File: config.mk
export PLATFORM = sky130hd
export DESIGN_NAME = modulo_alimentador_rolhas_flat
export DESIGN_NICKNAME = d
export VERILOG_FILES = /design/src/rtl/modulo_alimentador_rolhas_pkg.sv /design/src/rtl/modulo_alimentador_rolhas_if.sv /design/src/rtl/modulo_verificador_carga_rolhas.sv /design/src/rtl/modulo_alimentador_rolhas.sv /design/src/flat_wrapper.sv
export SDC_FILE = /design/constraint.sdc
export NUM_CORES = 1
export LEC_CHECK = 0
export ABC_AREA = 1
export CAP_MARGIN = 30
export CORE_UTILIZATION = 30
export CTS_CLUSTER_DIAMETER = 200
export DETAILED_ROUTE_END_ITERATION = 16
export MAX_ROUTING_LAYER = met4
export PLACE_DENSITY_LB_ADDON = 0.2
export SYNTH_ARGS = -nofsm -noshare
export SYNTH_HDL_FRONTEND = slang
export SYNTH_HIERARCHICAL = 1
export SYNTH_SLANG_ARGS = --single-unit
export TNS_END_PERCENT = 20
File: constraint.sdc
create_clock -name clk -period 2.9 [get_ports clk]
set_input_delay 0.29 -clock clk [delete_from_list [all_inputs] [get_ports clk]]
set_output_delay 0.29 -clock clk [all_outputs]
set_load 0.02 [all_outputs]
File: src/rtl/modulo_alimentador_rolhas_pkg.sv
// Plant constants, buffer widths and FSM state encoding for the cork-feed controller.
package modulo_alimentador_rolhas_pkg;

  localparam int unsigned DEF_MAIN_CAP   = 20;
  localparam int unsigned DEF_MAIN_MIN   = 5;
  localparam int unsigned DEF_SEC_MAX    = 99;
  localparam int unsigned DEF_XFER_BATCH = 15;

  localparam int unsigned MAIN_W = 5;
  localparam int unsigned SEC_W  = 7;
  localparam int unsigned SUM_W  = 8;

  typedef enum logic [1:0] {
    ST_IDLE = 2'b00,
    ST_XFER = 2'b01,
    ST_HOLD = 2'b10
  } state_t;

endpackage

File: src/rtl/modulo_alimentador_rolhas_if.sv
// Operator/sealer-facing signal bundle of the cork-feed controller.
interface modulo_alimentador_rolhas_if;
  import modulo_alimentador_rolhas_pkg::*;

  logic              enable_i;
  logic              seal_pulse_i;
  logic              load_valid_i;
  logic [SEC_W-1:0]  load_qty_i;
  logic              load_accept_o;
  logic              load_reject_o;
  logic [MAIN_W-1:0] main_count_o;
  logic [SEC_W-1:0]  sec_count_o;
  logic              ro_o;
  logic              xfer_busy_o;
  logic              underflow_o;
  logic [1:0]        state_o;

  modport master (
    output enable_i, seal_pulse_i, load_valid_i, load_qty_i,
    input  load_accept_o, load_reject_o, main_count_o, sec_count_o,
           ro_o, xfer_busy_o, underflow_o, state_o
  );

  modport slave (
    input  enable_i, seal_pulse_i, load_valid_i, load_qty_i,
    output load_accept_o, load_reject_o, main_count_o, sec_count_o,
           ro_o, xfer_busy_o, underflow_o, state_o
  );

endinterface

File: src/rtl/modulo_verificador_carga_rolhas.sv
// Load admission check: adds the offered corks to the post-transfer secondary
// count in 8 bits so a 7-bit overflow cannot hide an over-limit load.
module modulo_verificador_carga_rolhas
  import modulo_alimentador_rolhas_pkg::*;
#(
  parameter int unsigned SEC_MAX = DEF_SEC_MAX
) (
  input  logic [SEC_W-1:0] sec_after_i,
  input  logic [SEC_W-1:0] load_qty_i,
  output logic             accept_o,
  output logic [SEC_W-1:0] sec_sum_o
);

  localparam logic [SUM_W-1:0] LIMIT = SUM_W'(SEC_MAX);

  logic [SUM_W-1:0] sum;

  // Widen, add and compare against the display limit
  always_comb begin
    sum       = {1'b0, sec_after_i} + {1'b0, load_qty_i};
    accept_o  = (sum <= LIMIT);
    sec_sum_o = sum[SEC_W-1:0];
  end

endmodule

File: src/rtl/modulo_alimentador_rolhas.sv
// Cork-feed controller: main buffer feeds the sealer, secondary buffer holds
// operator-loaded reserve and refills the main buffer one cork per clock.
module modulo_alimentador_rolhas
  import modulo_alimentador_rolhas_pkg::*;
#(
  parameter int unsigned MAIN_CAP   = DEF_MAIN_CAP,
  parameter int unsigned MAIN_MIN   = DEF_MAIN_MIN,
  parameter int unsigned SEC_MAX    = DEF_SEC_MAX,
  parameter int unsigned XFER_BATCH = DEF_XFER_BATCH
) (
  input logic                        clk,
  input logic                        rst,
  modulo_alimentador_rolhas_if.slave bus
);

  localparam int unsigned        BATCH_W    = $clog2(XFER_BATCH + 1);
  localparam logic [MAIN_W-1:0]  MAIN_CAP_V = MAIN_W'(MAIN_CAP);
  localparam logic [MAIN_W-1:0]  MAIN_MIN_V = MAIN_W'(MAIN_MIN);
  localparam logic [BATCH_W-1:0] BATCH_LAST = BATCH_W'(XFER_BATCH);

  state_t             state_q, state_d;
  logic [MAIN_W-1:0]  main_q, main_d;
  logic [SEC_W-1:0]   sec_q, sec_d;
  logic [BATCH_W-1:0] batch_q, batch_d;
  logic               underflow_q, underflow_d;
  logic               accept_q, accept_d;
  logic               reject_q, reject_d;

  logic               move;
  logic               seal_act;
  logic               consume;
  logic [SEC_W-1:0]   sec_after;
  logic [SEC_W-1:0]   sec_sum;
  logic               load_ok;

  // This cycle's cork movements; kept apart from next-state so the load check sees a settled sec_after
  always_comb begin
    move      = bus.enable_i && (state_q == ST_XFER);
    seal_act  = bus.enable_i && (state_q != ST_HOLD) && bus.seal_pulse_i;
    consume   = seal_act && (main_q != '0);
    sec_after = sec_q - SEC_W'(move);
  end

  modulo_verificador_carga_rolhas #(
    .SEC_MAX (SEC_MAX)
  ) u_verificador (
    .sec_after_i (sec_after),
    .load_qty_i  (bus.load_qty_i),
    .accept_o    (load_ok),
    .sec_sum_o   (sec_sum)
  );

  // Next-state: FSM transitions, buffer counts, load decision and sticky underflow
  always_comb begin
    state_d     = state_q;
    main_d      = main_q + MAIN_W'(move) - MAIN_W'(consume);
    sec_d       = sec_after;
    batch_d     = batch_q;
    underflow_d = underflow_q | (seal_act && (main_q == '0));
    accept_d    = bus.load_valid_i && load_ok;
    reject_d    = bus.load_valid_i && !load_ok;
    if (accept_d) begin
      sec_d = sec_sum;
    end
    unique case (state_q)
      ST_IDLE: begin
        if (!bus.enable_i) begin
          state_d = ST_HOLD;
        end else if ((main_q < MAIN_MIN_V) && (sec_q != '0)) begin
          state_d = ST_XFER;
          batch_d = '0;
        end
      end
      ST_XFER: begin
        if (!bus.enable_i) begin
          state_d = ST_HOLD;
        end else begin
          batch_d = batch_q + 1'b1;
          if ((batch_d == BATCH_LAST) || (sec_after == '0) || (main_d == MAIN_CAP_V)) begin
            state_d = ST_IDLE;
          end
        end
      end
      ST_HOLD: begin
        if (bus.enable_i) begin
          state_d = ST_IDLE;
        end
      end
      default: state_d = ST_IDLE;
    endcase
  end

  // State and counter registers; reset aborts any burst in progress
  always_ff @(posedge clk or posedge rst) begin
    if (rst) begin
      state_q     <= ST_IDLE;
      main_q      <= MAIN_CAP_V;
      sec_q       <= '0;
      batch_q     <= '0;
      underflow_q <= 1'b0;
      accept_q    <= 1'b0;
      reject_q    <= 1'b0;
    end else begin
      state_q     <= state_d;
      main_q      <= main_d;
      sec_q       <= sec_d;
      batch_q     <= batch_d;
      underflow_q <= underflow_d;
      accept_q    <= accept_d;
      reject_q    <= reject_d;
    end
  end

  assign bus.load_accept_o = accept_q;
  assign bus.load_reject_o = reject_q;
  assign bus.main_count_o  = main_q;
  assign bus.sec_count_o   = sec_q;
  assign bus.ro_o          = (main_q == '0);
  assign bus.xfer_busy_o   = (state_q == ST_XFER);
  assign bus.underflow_o   = underflow_q;
  assign bus.state_o       = state_q;

endmodule

File: src/flat_wrapper.sv
// flat-port wrapper written by rule: the top's interface ports become plain ports
module modulo_alimentador_rolhas_flat import modulo_alimentador_rolhas_pkg::*;
#(
  parameter int unsigned MAIN_CAP   = DEF_MAIN_CAP,
  parameter int unsigned MAIN_MIN   = DEF_MAIN_MIN,
  parameter int unsigned SEC_MAX    = DEF_SEC_MAX,
  parameter int unsigned XFER_BATCH = DEF_XFER_BATCH
)
  (clk, rst, bus_enable_i, bus_seal_pulse_i, bus_load_valid_i, bus_load_qty_i, bus_load_accept_o, bus_load_reject_o, bus_main_count_o, bus_sec_count_o, bus_ro_o, bus_xfer_busy_o, bus_underflow_o, bus_state_o);
  modulo_alimentador_rolhas_if bus_i ();
  input logic clk;
  input logic rst;
  input wire logic [$bits(bus_i.enable_i)-1:0] bus_enable_i;
  input wire logic [$bits(bus_i.seal_pulse_i)-1:0] bus_seal_pulse_i;
  input wire logic [$bits(bus_i.load_valid_i)-1:0] bus_load_valid_i;
  input wire logic [$bits(bus_i.load_qty_i)-1:0] bus_load_qty_i;
  output wire logic [$bits(bus_i.load_accept_o)-1:0] bus_load_accept_o;
  output wire logic [$bits(bus_i.load_reject_o)-1:0] bus_load_reject_o;
  output wire logic [$bits(bus_i.main_count_o)-1:0] bus_main_count_o;
  output wire logic [$bits(bus_i.sec_count_o)-1:0] bus_sec_count_o;
  output wire logic [$bits(bus_i.ro_o)-1:0] bus_ro_o;
  output wire logic [$bits(bus_i.xfer_busy_o)-1:0] bus_xfer_busy_o;
  output wire logic [$bits(bus_i.underflow_o)-1:0] bus_underflow_o;
  output wire logic [$bits(bus_i.state_o)-1:0] bus_state_o;
  assign bus_i.enable_i = bus_enable_i;
  assign bus_i.seal_pulse_i = bus_seal_pulse_i;
  assign bus_i.load_valid_i = bus_load_valid_i;
  assign bus_i.load_qty_i = bus_load_qty_i;
  assign bus_load_accept_o = bus_i.load_accept_o;
  assign bus_load_reject_o = bus_i.load_reject_o;
  assign bus_main_count_o = bus_i.main_count_o;
  assign bus_sec_count_o = bus_i.sec_count_o;
  assign bus_ro_o = bus_i.ro_o;
  assign bus_xfer_busy_o = bus_i.xfer_busy_o;
  assign bus_underflow_o = bus_i.underflow_o;
  assign bus_state_o = bus_i.state_o;
  modulo_alimentador_rolhas #(.MAIN_CAP(MAIN_CAP), .MAIN_MIN(MAIN_MIN), .SEC_MAX(SEC_MAX), .XFER_BATCH(XFER_BATCH)) u_core (.clk(clk), .rst(rst), .bus(bus_i));
endmodule
[Word level (Yosys, flattened, before mapping)]
Cells that the tools add are included.
Storage, ports and cells
  register bits after elaboration: 21
  word-level logic and storage cells: 56
  output and inout port bits: 19
Cells by class
  bitwise operators: 1
  reduce and logical (&&, ||, !) cells: 19
  equal/unequal tests: 11
  multiplexer cells: 11
  add/subtract/negate cells: 5
  order comparisons: 2
Operator list (number)
  4-bit 2-to-1 mux: 3
  2-bit 2-to-1 mux: 5
  7-bit by 7-bit adder with 8-bit output: 1
  8-bit by 7-bit less-or-equal comparator with 1-bit output (second input constant): 1
  1-bit logical AND: 8
  2-bit inequality test (second input constant): 4
  4-bit one-hot mux with 2 select lines: 1
  7-bit zero test: 1
  7-bit 2-to-1 mux: 1
  7-bit nonzero test: 1
  7-bit by 1-bit subtractor with 7-bit output: 1
  3-bit by 2-bit inequality test with 1-bit output (second input constant): 2
  2-bit one-hot mux with 3 select lines: 1
  5-bit by 1-bit adder with 5-bit output: 1
  5-bit equality test (second input constant): 1
  5-bit zero test: 1
  5-bit by 3-bit < comparator with 1-bit output (second input constant): 1
  5-bit nonzero test: 1
  5-bit by 1-bit subtractor with 5-bit output: 1
  4-bit by 1-bit adder with 4-bit output (second input constant): 1
  4-bit equality test (second input constant): 1
  4-bit AND reduction: 1
  3-bit AND reduction: 1
  2-bit by 1-bit equality test with 1-bit output (second input constant): 1
  7 further kinds: 8

[Longest topological paths before layout]
  depth in word-level cells: 10
  mapped depth: 24
  depth with buffers taken out: 24

[Hierarchy]
Netlist, hierarchy kept.
By module, submodules not included
  modulo_alimentador_rolhas: cells an instance 166, area each 1321.3 µm², sequential area each 528.0 µm², times used 1
  modulo_verificador_carga_rolhas: cells an instance 59, area each 365.4 µm², sequential area each 0.0 µm², times used 1

[Worst setup path before layout]
OpenSTA, ideal clock, no wires.
  path type: reg-to-reg
  start point: register u_core.state_q[0], in the netlist u_core/bus.state_o[0]
  end point: register u_core.sec_q[2], in the netlist u_core/bus.sec_count_o[2]
  data required time: 2.818 ns
  setup time: 0.082 ns
  stages on the path, launching flop included: 21
  slack: -0.295 ns
  period minus slack after synthesis: 3.195 ns
  arrival time: 3.113 ns
  cells stage by stage: dfrtp_1 > inv_2 > nor2_2 > nand2_1 > inv_1 > ha_1 > ha_1 > nand2_1 > nand2_1 > nand2_1 > ha_1 > a21oi_1 > nand4_1 > nand2_2 > nand3_2 > nand2_1 > inv_1 > nand2_1 > clkbuf_1 > nor2_1 > a31oi_1
Between the ends
  cells in the longest elaborated chain, start to end: 7
RTL lines
  start: declaration: RTL line modulo_alimentador_rolhas.sv:21  | state_t state_q, state_d;
  start signal: assignment: RTL line modulo_alimentador_rolhas.sv:104  | state_q <= state_d;
  2-bit by 1-bit equality test with 1-bit output
  net bus_xfer_busy_o: RTL line flat_wrapper.sv:22  | output wire logic [$bits(bus_i.xfer_busy_o)-1:0] bus_xfer_busy_o;
  1-bit logical AND: RTL line modulo_alimentador_rolhas.sv:38  | move = bus.enable_i && (state_q == ST_XFER);
  7-bit by 1-bit subtractor with 7-bit output: RTL line modulo_alimentador_rolhas.sv:41  | sec_after = sec_q - SEC_W'(move);
  net u_core.sec_after[4]: RTL line modulo_alimentador_rolhas.sv:32  | logic [SEC_W-1:0] sec_after;
  7-bit by 7-bit adder with 8-bit output: RTL line modulo_verificador_carga_rolhas.sv:20  | sum = {1'b0, sec_after_i} + {1'b0, load_qty_i};
  net u_core.sec_sum[5]: RTL line modulo_alimentador_rolhas.sv:33  | logic [SEC_W-1:0] sec_sum;
  8-bit by 7-bit less-or-equal comparator with 1-bit output: RTL line modulo_verificador_carga_rolhas.sv:21  | accept_o = (sum <= LIMIT);
  net u_core.load_ok: RTL line modulo_alimentador_rolhas.sv:34  | logic load_ok;
  1-bit logical AND: RTL line modulo_alimentador_rolhas.sv:60  | accept_d = bus.load_valid_i && load_ok;
  7-bit 2-to-1 mux: RTL line modulo_alimentador_rolhas.sv:62  | if (accept_d) begin
  net u_core.sec_d[2]: RTL line modulo_alimentador_rolhas.sv:23  | logic [SEC_W-1:0] sec_q, sec_d;
  end signal: assignment: RTL line modulo_alimentador_rolhas.sv:98  | sec_q <= '0;
  end signal: assignment: RTL line modulo_alimentador_rolhas.sv:106  | sec_q <= sec_d;
  end: declaration: RTL line modulo_alimentador_rolhas.sv:23
The timed path passes the listed nets, and every way through them passes these cells.
A chain may end at the register's enable or synchronous reset.

[Worst setup path after layout]
  start point: register u_core.main_q[2], in the netlist u_core/bus.main_count_o[2]
  end point: register u_core.state_q[0], in the netlist u_core/bus.state_o[0]
Between the ends
  cells in the longest elaborated chain, start to end: 7
  elaborated cells between the ends (all ways): 11
  those cells by class: add/sub (2); order compare (1); eq/ne (3); reduce/logical (5)
RTL lines
  start: declaration: RTL line modulo_alimentador_rolhas.sv:22  | logic [MAIN_W-1:0] main_q, main_d;
  start signal: assignment: RTL line modulo_alimentador_rolhas.sv:105  | main_q <= main_d;
  5-bit nonzero test: RTL line modulo_alimentador_rolhas.sv:40  | consume = seal_act && (main_q != '0);
  1-bit logical AND: RTL line modulo_alimentador_rolhas.sv:40
  5-bit by 1-bit subtractor with 5-bit output: RTL line modulo_alimentador_rolhas.sv:56  | main_d = main_q + MAIN_W'(move) - MAIN_W'(consume);
  net u_core.main_d[1]: RTL line modulo_alimentador_rolhas.sv:22
  5-bit equality test: RTL line modulo_alimentador_rolhas.sv:79  | if ((batch_d == BATCH_LAST) || (sec_after == '0) || (main_d == MAIN_CAP_V)) begin
  1-bit logical OR: RTL line modulo_alimentador_rolhas.sv:79
  3-bit by 2-bit inequality test with 1-bit output (no source line)
  3-bit AND reduction (no source line)
The timed path passes the listed nets, and every way through them passes these cells.

==> results.txt <==
- Final Critical Period: 2.72 ns
- Setup violations remaining at the end of the flow were counted as 0.
* Most frequently used cell type in the post-synthesis netlist: nand2_1
* Overflow left after global routing: 0
* Critical path peak fanout: 3
* Cells after Synth: about 230
* Count of maximum capacitance violations: 0
- Vias in the first global route: between 1,000 and 1,500
* Fraction of synthesized cell area taken by the top area cell type: 28.2%
- Leakage: 0.00122 µW
- The number of pins exceeding their max-slew limit in the final report was 0.
- Netlist area before placement: 1690 µm²
- Critical Path Start: u_core/bus.main_count_o[2]$_DFF_PP1_
- Register clock-pin slew on the reported worst setup and hold paths: 0.08 ns
- By startpoint and endpoint, the worst setup path is classified as reg -> reg.
- After synthesis the netlist holds a flip-flop and latch count of 21.
- Critical Path End Type: flip-flop
- Across the VDD grid, the largest voltage drop is 0.400 mV.
* Initial DRC count: between 60 and 70
- Std-Cell Core Area: about 5300 µm²
- Status: completed
* Wire length of the first global-routing pass: 6430 µm
- TritonCTS built the clock tree.
- Root cell of the clock tree: clkbuf_8
- Data on the critical path is required at its endpoint by approximately 3.1 ns.
- During I/O placement, the number of pins put on the boundary was 31.
- Number of rows created at floorplan: 26
* Clock latency on the worst-skew pair: 0.26 ns
* Maximum number of pins on one net before global-route repair: 22
* Via count: 1,531
* Actual transition at the worst max-transition pin: roughly 0.82 ns
- The number of antenna diodes in the final layout is 0.
- Final Hold Viols: 0
- Startpoint type of the worst setup path: flip-flop
- Yosys mapped the design onto 28 distinct sky130hd cell types.
- In the synthesized netlist the dominant register cell turns out to be dfrtp_1.
- Buffers placed on the I/O ports in this run total 30.
- Routability-driven placement finished with a final weighted congestion of 0.783.
* Die Ht: 77.0 µm
* Crit path setup slack, layout: ~0.18 ns
- The first detailed-routing pass took 4 iterations.
- The floorplan step set the die width to 77.0 µm.
* Sequential Area: roughly 530 µm²
- Setup repair after global routing left no endpoint under its margin.
- Wires add up to 3770 µm.
- Power spread over the standard cell area amounts to 1050 nW/µm².
* Final core utilization: 45.6%
* Share of final-layout standard cells stronger than drive strength 1: about 25%
* Antenna Violating Nets Remaining: 0
- CP Data Arrival Time: between 2 and 3 ns
- In the global route stage, overall resource usage came out at between 10% and 20%.
* Area enclosed by the die boundary: 5930 µm²
* Clock Sink Count: 21
* Worst setup slack after placement: -0.174 ns
* Clock skew after layout: about 0.0032 ns
- Area growth from synthesis to layout: 42.4%
- The Yosys step of the flow raised 6 warnings.
- The synthesized design spends more area on one cell type than any other, namely dfrtp_1.
- Sequential fraction of the synthesis area: between 30% and 40%
- Fraction of the cycle the final worst path needs: 93.8%
- The initial antenna violation count was 0.
- Clock tree synthesis inserted a total of 3 buffers.
- Counting flops with an async set or reset pin after synthesis yields a share of between 90% and 100%.
- Based on the critical path, the design can be clocked at up to 0.368 GHz.
- Vias per cell: 4.34
* Layout Nets: 319
- Number of buffers inserted for hold repair after clock tree synthesis: 0
- The clock passes through at most 2 buffers.
- Placed wire-length estimate after detailed placement: 3180 µm
* Routed wire length per instance: 10.7 µm
* Layout fillers: 564
* Initial Util: 32.0%
- Reg-to-Reg Start: u_core/bus.main_count_o[2]$_DFF_PP1_
* Ranking of synthesized cells by instance count: 52 x nand2_1, 40 x inv_1, 21 x ha_1
- Sum of internal, switching and leakage power: 2530 µW
* Mean instance size in the synthesized netlist: between 7 and 8 µm²
- Number of enable flip-flop cells after synthesis: 0
- Setup total negative slack on the finished layout was measured at 0 ns.
- Headroom to the max-slew limit came out at 45.0%.
- DRC viols: 0
* Hold Path Class: in -> async
* Max H-tree Level: 1
* Area used by multi-input combinational logic: 1090 µm²
- Synthesized net count: between 200 and 300
* Largest cells by area after synthesis: dfrtp_1 28%, ha_1 16%, nand2_1 12%
[registers in the layout, indices dropped and copies added (netlist names)]
register / count
u_core/bus.sec_count_o: 7
u_core/bus.main_count_o: 5
u_core/batch_q: 4
u_core/bus.state_o: 2
u_core/bus.load_accept_o: 1
u_core/bus.load_reject_o: 1
u_core/bus.underflow_o: 1
[worst max-delay path, cell delays in order, from the launching register on]
cell and delay [ns]:
dfstp_2 0.53, inv_1 0.05, ha_2 0.18, nand2_2 0.07, nor3_2 0.05, nor2_1 0.10
ha_1 0.23, inv_1 0.06, ha_2 0.17, inv_1 0.05, fa_1 0.47, inv_1 0.04
or2_2 0.27, nor2_1 0.10, nand3_1 0.10, nand3_1 0.09, nand2_1 0.05
[power by group]
group,internal (µW),switching (µW)
logic,836,960
registers,430,109
clock network,97.8,93.0
total,1360,1160
[kinds of logic (layout without fill, tap and decap cells)]
| family | Yosys count | count (layout) | share of synthesized area [%] |
|---|---|---|---|
| simple gates | 117 | 117 | 32.9 |
| buf+inv | 43 | 101 | 9.57 |
| fa+ha+maj | 23 | 23 | 18.0 |
| flops | 21 | 21 | 31.3 |
| compound gates | 17 | 17 | 6.16 |
| xor+xnor | 4 | 4 | 2.08 |
[layout by cell type (no fill, tap or decap), types with 2 or more instances in the layout]
cell / Yosys / final
xor2_1: 3 / 3
nand4_1: 4 / 4
dfrtp_2: 0 / 2
clkdlybuf4s50_1: 0 / 30
clkbuf_8: 0 / 3
nand2_1: 52 / 46
nand2_2: 12 / 18
nand3_1: 15 / 15
buf_4: 0 / 24
inv_1: 40 / 39
nor2_2: 3 / 2
inv_2: 2 / 2
a31oi_1: 6 / 6
dfrtp_1: 19 / 17
dfstp_2: 2 / 2
nand3b_1: 4 / 4
ha_2: 0 / 3
ha_1: 21 / 14
nor2_1: 18 / 18
nand3_2: 4 / 4
o21ai_0: 2 / 2
ha_4: 0 / 4
a21oi_1: 5 / 4
[layer usage]
| metal | GRT usage, % | part of all wire (%) | up-vias |
|---|---|---|---|
| met5 | - | 0 | - |
| met4 | 3.40 | 0.66 | 0 |
| met3 | 1.43 | 2.4 | 2 |
| met2 | 22.3 | 46 | 27 |
| met1 | 18.1 | 51 | 675 |
| li1 | - | - | 827 |
[final cells by class]
cell class              instances  area share, %
repair buffers                 55           20.5
multi-input cells             161           45.2
inverters                      42           6.67
flip-flops and latches         21           22.1
clock buffers                   4           1.88
well taps                      70           3.65
[through the flow]
step / hold WS [ns] / instance area, µm² / instances
after floorplan: 0.265 / 1720 / 225
after global placement: 0.461 / 2280 / 347
after detailed placement: 0.471 / 2280 / 347
after CTS: 0.492 / 2330 / 352
after global routing: 0.515 / 2400 / 353
final: 0.486 / 2400 / 353
[repair_timing]
| action | 4_1_cts | 5_1_grt |
|---|---|---|
| setup buffers | 1 | 1 |
| endpoints found under the hold margin | 0 | 0 |
| pin swaps | 0 | 1 |
| resized for setup | 1 | 15 |
| endpoints found under the setup margin | 5 | 8 |
[path summary, 6_finish.rpt]
kind                                                endpoint  slack (ns)  cells past startpoint
setup / recovery           u_core/bus.state_o[0]$_DFFE_PP0P_        0.18                     16
setup reg to reg           u_core/bus.state_o[0]$_DFFE_PP0P_        0.18                     16
min in group clk            u_core/bus.underflow_o$_DFF_PP0_        0.49                      1
hold reg to reg             u_core/bus.underflow_o$_DFF_PP0_        0.49                      1
hold / removal                 u_core/batch_q[0]$_DFFE_PP0P_        0.49                      2
max in group asynchronous  u_core/bus.state_o[1]$_DFFE_PP0P_        1.84                      2
Note: power is estimated with default switching activity, not from simulation.
